$ cat src/rtl/alu_arbiter_if.sv
`default_nettype none
// ============================================================================
// alu_arbiter_if : two requester ports, shared-ALU drive/return and response bus
// Revision: 1.0
// ============================================================================
interface alu_arbiter_if #(
   parameter int DATA_W = 32
);
   logic              req0_valid;
   logic              req0_ready;
   logic [DATA_W-1:0] req0_src1;
   logic [DATA_W-1:0] req0_src2;
   logic [3:0]        req0_ctrl;
   logic [2:0]        req0_bonus;

   logic              req1_valid;
   logic              req1_ready;
   logic [DATA_W-1:0] req1_src1;
   logic [DATA_W-1:0] req1_src2;
   logic [3:0]        req1_ctrl;
   logic [2:0]        req1_bonus;

   logic [DATA_W-1:0] alu_src1;
   logic [DATA_W-1:0] alu_src2;
   logic [3:0]        alu_ctrl;
   logic [2:0]        alu_bonus;
   logic [DATA_W-1:0] alu_result;
   logic              alu_zero;
   logic              alu_cout;
   logic              alu_overflow;

   logic              rsp_valid;
   logic              rsp_ready;
   logic              rsp_id;
   logic [DATA_W-1:0] rsp_result;
   logic              rsp_zero;
   logic              rsp_cout;
   logic              rsp_overflow;

   modport slave (
      input  req0_valid, req0_src1, req0_src2, req0_ctrl, req0_bonus,
      output req0_ready,
      input  req1_valid, req1_src1, req1_src2, req1_ctrl, req1_bonus,
      output req1_ready,
      output alu_src1, alu_src2, alu_ctrl, alu_bonus,
      input  alu_result, alu_zero, alu_cout, alu_overflow,
      output rsp_valid, rsp_id, rsp_result, rsp_zero, rsp_cout, rsp_overflow,
      input  rsp_ready
   );

   modport master (
      output req0_valid, req0_src1, req0_src2, req0_ctrl, req0_bonus,
      input  req0_ready,
      output req1_valid, req1_src1, req1_src2, req1_ctrl, req1_bonus,
      input  req1_ready,
      input  alu_src1, alu_src2, alu_ctrl, alu_bonus,
      output alu_result, alu_zero, alu_cout, alu_overflow,
      input  rsp_valid, rsp_id, rsp_result, rsp_zero, rsp_cout, rsp_overflow,
      output rsp_ready
   );
endinterface
`default_nettype wire

$ cat src/rtl/alu_arbiter.sv
`default_nettype none
// ============================================================================
// alu_arbiter : round-robin arbiter sharing one combinational ALU between two ports
// Revision: 1.0
// ============================================================================
module alu_arbiter #(
   parameter int DATA_W = 32
) (
   input  wire logic     clk,
   input  wire logic     rst_n,
   alu_arbiter_if.slave  bus
);

   typedef enum logic [1:0] {
      IDLE = 2'd0,
      EXEC = 2'd1,
      RESP = 2'd2
   } state_t;

   state_t            state_q;
   state_t            state_d;
   logic              grant;
   logic              grant_id;
   logic              last_q;
   logic              id_q;
   logic [DATA_W-1:0] src1_q;
   logic [DATA_W-1:0] src2_q;
   logic [3:0]        ctrl_q;
   logic [2:0]        bonus_q;
   logic              rsp_id_q;
   logic [DATA_W-1:0] rsp_result_q;
   logic              rsp_zero_q;
   logic              rsp_cout_q;
   logic              rsp_overflow_q;

   always_ff @(posedge clk or negedge rst_n) begin
      if (!rst_n) begin
         state_q <= IDLE;
      end else begin
         state_q <= state_d;
      end
   end

   // Grant is gated by rst_n so no port sees ready while reset is held.
   always_comb begin
      state_d  = state_q;
      grant    = 1'b0;
      grant_id = 1'b0;
      case (state_q)
         IDLE: begin
            if (rst_n && (bus.req0_valid || bus.req1_valid)) begin
               grant   = 1'b1;
               state_d = EXEC;
               if (bus.req0_valid && bus.req1_valid) begin
                  grant_id = ~last_q;
               end else begin
                  grant_id = bus.req1_valid;
               end
            end
         end
         EXEC: state_d = RESP;
         RESP: begin
            if (bus.rsp_ready) begin
               state_d = IDLE;
            end
         end
         default: state_d = IDLE;
      endcase
   end

   always_ff @(posedge clk or negedge rst_n) begin
      if (!rst_n) begin
         last_q         <= 1'b1;
         id_q           <= 1'b0;
         src1_q         <= '0;
         src2_q         <= '0;
         ctrl_q         <= '0;
         bonus_q        <= '0;
         rsp_id_q       <= 1'b0;
         rsp_result_q   <= '0;
         rsp_zero_q     <= 1'b0;
         rsp_cout_q     <= 1'b0;
         rsp_overflow_q <= 1'b0;
      end else begin
         if (grant) begin
            last_q  <= grant_id;
            id_q    <= grant_id;
            src1_q  <= grant_id ? bus.req1_src1  : bus.req0_src1;
            src2_q  <= grant_id ? bus.req1_src2  : bus.req0_src2;
            ctrl_q  <= grant_id ? bus.req1_ctrl  : bus.req0_ctrl;
            bonus_q <= grant_id ? bus.req1_bonus : bus.req0_bonus;
         end
         if (state_q == EXEC) begin
            rsp_id_q       <= id_q;
            rsp_result_q   <= bus.alu_result;
            rsp_zero_q     <= bus.alu_zero;
            rsp_cout_q     <= bus.alu_cout;
            rsp_overflow_q <= bus.alu_overflow;
         end
      end
   end

   assign bus.req0_ready   = grant && !grant_id;
   assign bus.req1_ready   = grant &&  grant_id;

   assign bus.alu_src1     = src1_q;
   assign bus.alu_src2     = src2_q;
   assign bus.alu_ctrl     = ctrl_q;
   assign bus.alu_bonus    = bonus_q;

   assign bus.rsp_valid    = (state_q == RESP);
   assign bus.rsp_id       = rsp_id_q;
   assign bus.rsp_result   = rsp_result_q;
   assign bus.rsp_zero     = rsp_zero_q;
   assign bus.rsp_cout     = rsp_cout_q;
   assign bus.rsp_overflow = rsp_overflow_q;

endmodule
`default_nettype wire

$ cat src/flat_wrapper.sv
// flat-port wrapper written by rule: the top's interface ports become plain ports
module alu_arbiter_flat 
#(
   parameter int DATA_W = 32
)
  (clk, rst_n, bus_req0_valid, bus_req0_src1, bus_req0_src2, bus_req0_ctrl, bus_req0_bonus, bus_req0_ready, bus_req1_valid, bus_req1_src1, bus_req1_src2, bus_req1_ctrl, bus_req1_bonus, bus_req1_ready, bus_alu_src1, bus_alu_src2, bus_alu_ctrl, bus_alu_bonus, bus_alu_result, bus_alu_zero, bus_alu_cout, bus_alu_overflow, bus_rsp_valid, bus_rsp_id, bus_rsp_result, bus_rsp_zero, bus_rsp_cout, bus_rsp_overflow, bus_rsp_ready);
  alu_arbiter_if #(.DATA_W(DATA_W)) bus_i ();
  input  wire logic clk;
  input  wire logic rst_n;
  input wire logic [$bits(bus_i.req0_valid)-1:0] bus_req0_valid;
  input wire logic [$bits(bus_i.req0_src1)-1:0] bus_req0_src1;
  input wire logic [$bits(bus_i.req0_src2)-1:0] bus_req0_src2;
  input wire logic [$bits(bus_i.req0_ctrl)-1:0] bus_req0_ctrl;
  input wire logic [$bits(bus_i.req0_bonus)-1:0] bus_req0_bonus;
  output wire logic [$bits(bus_i.req0_ready)-1:0] bus_req0_ready;
  input wire logic [$bits(bus_i.req1_valid)-1:0] bus_req1_valid;
  input wire logic [$bits(bus_i.req1_src1)-1:0] bus_req1_src1;
  input wire logic [$bits(bus_i.req1_src2)-1:0] bus_req1_src2;
  input wire logic [$bits(bus_i.req1_ctrl)-1:0] bus_req1_ctrl;
  input wire logic [$bits(bus_i.req1_bonus)-1:0] bus_req1_bonus;
  output wire logic [$bits(bus_i.req1_ready)-1:0] bus_req1_ready;
  output wire logic [$bits(bus_i.alu_src1)-1:0] bus_alu_src1;
  output wire logic [$bits(bus_i.alu_src2)-1:0] bus_alu_src2;
  output wire logic [$bits(bus_i.alu_ctrl)-1:0] bus_alu_ctrl;
  output wire logic [$bits(bus_i.alu_bonus)-1:0] bus_alu_bonus;
  input wire logic [$bits(bus_i.alu_result)-1:0] bus_alu_result;
  input wire logic [$bits(bus_i.alu_zero)-1:0] bus_alu_zero;
  input wire logic [$bits(bus_i.alu_cout)-1:0] bus_alu_cout;
  input wire logic [$bits(bus_i.alu_overflow)-1:0] bus_alu_overflow;
  output wire logic [$bits(bus_i.rsp_valid)-1:0] bus_rsp_valid;
  output wire logic [$bits(bus_i.rsp_id)-1:0] bus_rsp_id;
  output wire logic [$bits(bus_i.rsp_result)-1:0] bus_rsp_result;
  output wire logic [$bits(bus_i.rsp_zero)-1:0] bus_rsp_zero;
  output wire logic [$bits(bus_i.rsp_cout)-1:0] bus_rsp_cout;
  output wire logic [$bits(bus_i.rsp_overflow)-1:0] bus_rsp_overflow;
  input wire logic [$bits(bus_i.rsp_ready)-1:0] bus_rsp_ready;
  assign bus_i.req0_valid = bus_req0_valid;
  assign bus_i.req0_src1 = bus_req0_src1;
  assign bus_i.req0_src2 = bus_req0_src2;
  assign bus_i.req0_ctrl = bus_req0_ctrl;
  assign bus_i.req0_bonus = bus_req0_bonus;
  assign bus_req0_ready = bus_i.req0_ready;
  assign bus_i.req1_valid = bus_req1_valid;
  assign bus_i.req1_src1 = bus_req1_src1;
  assign bus_i.req1_src2 = bus_req1_src2;
  assign bus_i.req1_ctrl = bus_req1_ctrl;
  assign bus_i.req1_bonus = bus_req1_bonus;
  assign bus_req1_ready = bus_i.req1_ready;
  assign bus_alu_src1 = bus_i.alu_src1;
  assign bus_alu_src2 = bus_i.alu_src2;
  assign bus_alu_ctrl = bus_i.alu_ctrl;
  assign bus_alu_bonus = bus_i.alu_bonus;
  assign bus_i.alu_result = bus_alu_result;
  assign bus_i.alu_zero = bus_alu_zero;
  assign bus_i.alu_cout = bus_alu_cout;
  assign bus_i.alu_overflow = bus_alu_overflow;
  assign bus_rsp_valid = bus_i.rsp_valid;
  assign bus_rsp_id = bus_i.rsp_id;
  assign bus_rsp_result = bus_i.rsp_result;
  assign bus_rsp_zero = bus_i.rsp_zero;
  assign bus_rsp_cout = bus_i.rsp_cout;
  assign bus_rsp_overflow = bus_i.rsp_overflow;
  assign bus_i.rsp_ready = bus_rsp_ready;
  alu_arbiter #(.DATA_W(DATA_W)) u_core (.clk(clk), .rst_n(rst_n), .bus(bus_i));
endmodule
$ cat config.mk
export PLATFORM = sky130hd
export DESIGN_NAME = alu_arbiter_flat
export DESIGN_NICKNAME = d
export VERILOG_FILES = /design/src/rtl/alu_arbiter_if.sv /design/src/rtl/alu_arbiter.sv /design/src/flat_wrapper.sv
export SDC_FILE = /design/constraint.sdc
export NUM_CORES = 1
export LEC_CHECK = 0
export BUFFER_PORTS_ARGS = -buffer_cell sky130_fd_sc_hd__buf_2
export CAP_MARGIN = 20
export CORE_AREA = 2 2 112 114
export CTS_CLUSTER_SIZE = 10
export DETAILED_ROUTE_END_ITERATION = 6
export DIE_AREA = 0 0 114 116
export GPL_TIMING_DRIVEN = 0
export PLACE_DENSITY = 0.78
export SLEW_MARGIN = 20
export SYNTH_ARGS = -nofsm -noshare
export SYNTH_HDL_FRONTEND = slang
export SYNTH_SLANG_ARGS = --single-unit
$ cat constraint.sdc
create_clock -name clk -period 2.26 [get_ports clk]
set_input_delay 0.113 -clock clk [delete_from_list [all_inputs] [get_ports clk]]
set_output_delay 0.113 -clock clk [all_outputs]
set_load 0.01 [all_outputs]
* Word-level counts from Yosys, hierarchy flattened
Cells that the tools add are included.
** Storage, ports and cells
- Register bits :: 111
- Bits of input ports :: 182
** Cells by class
- Equality and inequality tests :: 4
- Mux-type cells :: 12
- Bitwise operators :: 1
- Reductions and logical operators :: 8
** Operator list (number)
- $mux 32 :: 2
- $pmux 2 s3 :: 1
- $mux 1 :: 5
- $logic_and 1x1->1 :: 4
- $mux 2 :: 2
- $mux 4 :: 1
- $ne 2x1->1 const B :: 2
- $mux 3 :: 1
- $eq 2x1->1 const B :: 1
- $eq 2x2->1 const B :: 1
- $logic_not 2->1 :: 1
- $reduce_and 2->1 :: 1
- $logic_not 1->1 :: 1
- $logic_or 1x1->1 :: 1
- $not 1->1 :: 1

* Depth between registers and ports, before layout
- Depth in word-level cells :: 6
- Gate-level depth with buffers :: 6

* Least setup slack after synthesis
No wires, ideal clock.
- Path kind :: flip-flop to flip-flop
- Start :: register u_core.state_q[1]
- End :: register u_core.src1_q[18] (netlist: u_core.bus.alu_src1[18])
- Library setup time :: 135 ps
- Arrival :: 1300 ps
- Slack :: 825 ps
- Buffers on the path :: 2
- Period minus slack after synthesis :: 1435 ps
- Stages on the path, launching flop included :: 6
- Cells stage by stage :: dfrtp_1 -> or3b_1 -> buf_2 -> clkbuf_1 -> o21ai_0 -> o31ai_1
** On the way
- Word-level cells in the longest chain between the ends :: 3
** Ends and longest elaborated chain
- start: declaration :: line alu_arbiter.sv:20 : state_t state_q;
- start signal: assignment :: line alu_arbiter.sv:40 : state_q <= state_d;
- $logic_not 2->1 * :: line alu_arbiter.sv:49 : case (state_q)
- $mux 1 :: line alu_arbiter.sv:49
- $mux 32 :: line alu_arbiter.sv:88 : src1_q <= grant_id ? bus.req1_src1 : bus.req0_src1;
- end signal: assignment :: line alu_arbiter.sv:88
- end: declaration :: line alu_arbiter.sv:26 : logic [DATA_W-1:0] src1_q;
Mark *: on every way between the ends. The rest lies on a longest branch, timed or not.
A chain may end at the register's enable or synchronous reset.

* Worst setup path in the final report
- Start :: input rst_n
- End :: output bus_req0_ready
** On the way
- Word-level cells in the longest chain between the ends :: 5
** Ends and longest elaborated chain
- start: declaration :: line flat_wrapper.sv:9 : input wire logic rst_n;
- $logic_and 1x1->1 * :: line alu_arbiter.sv:51 : if (rst_n && (bus.req0_valid || bus.req1_valid)) begin
- $mux 1 :: line alu_arbiter.sv:51
- $mux 1 :: line alu_arbiter.sv:49
- $logic_not 1->1 :: line alu_arbiter.sv:103 : assign bus.req0_ready = grant && !grant_id;
- $logic_and 1x1->1 * :: line alu_arbiter.sv:103
- end: declaration :: line flat_wrapper.sv:15 : output wire logic [$bits(bus_i.req0_ready)-1:0] bus_req0_ready;
Marks and branches as above.

==> impl_metrics.tcl <==
set metrics [dict create \
    clk_latency_ps 350 \
    max_freq_ghz 0.490 \
    worst-path-buf-inv 5 \
    mostFrequentLayoutCells "buf_2, dfrtp_1, nor2_1" \
    fin_crit_ps 2040 \
    cts_tree "built" \
    grt_overflow 0 \
    cp_max_fo 10 \
    area_delta_synth_final_pct 45.9 \
    yosysWarnings 0 \
    hold_viol 0 \
    numCtsBuffers 9 \
    synth_cell_types 20 \
    clk_path_buf_depth 2 \
    route.detailed.drc 0 \
    cp_top_family "buffers and inverters" \
    synth-seq-cells 111 \
    power_density_nw_per_um2 1120 \
    worst-setup-path-type "in2out" \
    avgSynthCellArea_sq_um 10.2 \
    netlist_instances 496 \
    firstDrtPassIters 5 \
    final_core_util 0.621 \
    cts.clk_slew.worst_paths_ps 80 \
    startpoint_type "input port" \
    synth_nets 678 \
    slew_viol_final 0 \
    peakVddDrop_mv 0.462 \
    cts-htree-levels 3 \
    status "finished clean" \
    core_area_sq_um 11900 \
    cts_resized 0 \
    cts_sinks 111 \
    dieWidth_microns 114 \
    initial_core_util 0.425 \
    rsz0062_at_grt "no" \
    antenna_found_initial 2 \
    dieArea_sq_um 13200 \
    ios 292 \
    cpPeakStageDelay_ps 550 \
    p_leak_nw 3.69 \
    ff2ff_path_depth 5 \
    min_period_over_period 0.902 \
    final_antenna_net_count 0 \
    grt_pass1_wl_mm 27.3 \
    worst_clock_skew_ps 10.9 \
    final_common_cell "buf_2" \
    layout-drive-gt1-share 0.456 \
    seq_area_frac_synth 0.549 \
    grt.total_usage 0.266 \
    num_rows 40 \
    slew_headroom 0.446 \
    wire_per_inst_microns 17.8 \
    cp_cell_sequence "dlygate4sd3_1, buf_6, nor3b_2, buf_4, o21ai_2, clkbuf_1, nor2_1, buf_2" \
    hpwl_mm 12.1 \
    vias_per_cell 5.25 \
    finalSetupViolCount 0 \
    vias 5191 \
    worstPathArrival_ps 1930 \
    hp-class "in2reg" \
    tns_ps 0 \
    max_cap_violations 0 \
    cts_hold_repair.buffers 34 \
    tightest_slew_ps 827 \
    cp.required_ps 2150 \
    die_y_microns 116 \
    slowest_stage "dlygate4sd3_1" \
    fin_nets 1016 \
    gp_routability_congestion 0.849 \
    grt_pass1_vias 5294 \
    wirelength_mm 17.6 \
    hold_depth 2 \
    path_depth 8 \
    worstSetupEndpointType "primary output" \
    synthesis.area_sq_um 5070 \
    post_cts_buffers 0 \
    grt_max_degree 56 \
    cts-root-buf "clkbuf_16" \
    portBuffers 291 \
    drtIter0Drc 408 \
]
## through the flow
step | cells | instance area (sq um) | worst slack (ps) | hold slack (ps) | total power (W)
4_1_cts | 985 | 7380 | 251 | 0.584 | 0.00824
3_3_place_gp | 934 | 6710 | -1190 | 306 | 0.00653
5_1_grt | 988 | 7390 | 113 | 10.5 | 0.00879
6_report | 988 | 7390 | 221 | 5.22 | 0.00828
3_5_place_dp | 935 | 6740 | 349 | 117 | 0.00665
2_1_floorplan | 496 | 5070 | 825 | -183 | 0.00509
## state kept, by name, indices dropped and copies added (netlist names)
register / cells
u_core.bus.rsp_id: 1
u_core.bus.rsp_overflow: 1
u_core.state_q: 2
u_core.bus.rsp_zero: 1
u_core.bus.alu_bonus: 3
u_core.bus.rsp_result: 32
u_core.last_q: 1
u_core.id_q: 1
u_core.bus.alu_ctrl: 4
u_core.bus.alu_src1: 32
u_core.bus.alu_src2: 32
u_core.bus.rsp_cout: 1
## metal layers
layer,up-vias,part of all wire,wire [microns],GRT usage
met5,-,0,0,0
met3,23,0.073,1290,0.0539
met2,234,0.52,9100,0.476
met1,2467,0.39,6910,0.319
li1,2467,-,-,-
met4,0,0.018,323,0.0935
## cell families (layout without fill, tap and decap cells)
kind of cell    after synthesis  after routing  share of synthesized area
flops                       111            111                      0.549
other cells                   0              2                          0
simple gates                 78             78                     0.0615
buf+inv                      52            395                     0.0546
compound gates              219            219                      0.255
mux                          36             36                     0.0800
## Yosys cell counts
library cell,instances,share of area
buf_6,6,0.013
nor2_1,74,0.055
a21oi_1,71,0.070
o21ai_1,13,0.013
mux2_2,36,0.080
inv_1,2,0.0015
dfstp_2,1,0.0052
buf_4,1,0.0015
buf_2,26,0.026
o21ai_0,59,0.058
a21boi_2,1,0.0022
nor3b_2,1,0.0025
nand2b_1,2,0.0025
dfrtp_1,110,0.54
o31ai_1,71,0.11
a21bo_2,1,0.0020
o21ai_2,1,0.0017
or3b_1,1,0.0017
clkbuf_1,17,0.013
a21o_1,2,0.0030
## where the power goes
| part | switching [W] | total, W | internal [W] |
|---|---|---|---|
| sequential | 0.000465 | 0.00334 | 0.00288 |
| clock | 0.000790 | 0.00155 | 0.000762 |
| combinational | 0.00188 | 0.00339 | 0.00151 |
| total | 0.00313 | 0.00828 | 0.00515 |
## worst register-to-register path, cell delays in order (launching register included)
cell      delay [ps]
dfstp_2          560
a21bo_2          120
buf_2            240
clkbuf_1         410
nor2_1            80
o31ai_1          240
## final timing paths
kind	from	endpoint	slack (ps)
worst max register to register	u_core.last_q$_DFFE_PN1N_	u_core.bus.alu_src2[17]$_DFFE_PN0N_	500
max in group asynchronous	rst_n	u_core.bus.alu_src2[17]$_DFFE_PN0N_	1660
worst min-delay path	bus_alu_result[27]	u_core.bus.rsp_result[27]$_DFFE_PN0N_	5
worst min register to register	u_core.bus.alu_src1[6]$_DFFE_PN0N_	u_core.bus.alu_src1[6]$_DFFE_PN0N_	490
min in group asynchronous	rst_n	u_core.last_q$_DFFE_PN1N_	300
worst max-delay path	rst_n	bus_req0_ready	220
## cell type report
| type | instances | area [sq um] |
|---|---|---|
| flip-flops and latches | 111 | 2780 |
| inverters | 2 | 7.51 |
| fillers | 1024 | 4520 |
| diodes | 2 | 5.00 |
| clock buffers | 9 | 225 |
| repair buffers | 327 | 1860 |
| multi-input cells | 333 | 2010 |
| clock inverters | 7 | 55.1 |
| plain buffers | 50 | 269 |
| well taps | 147 | 184 |
Note: power is estimated with default switching activity, not from simulation.
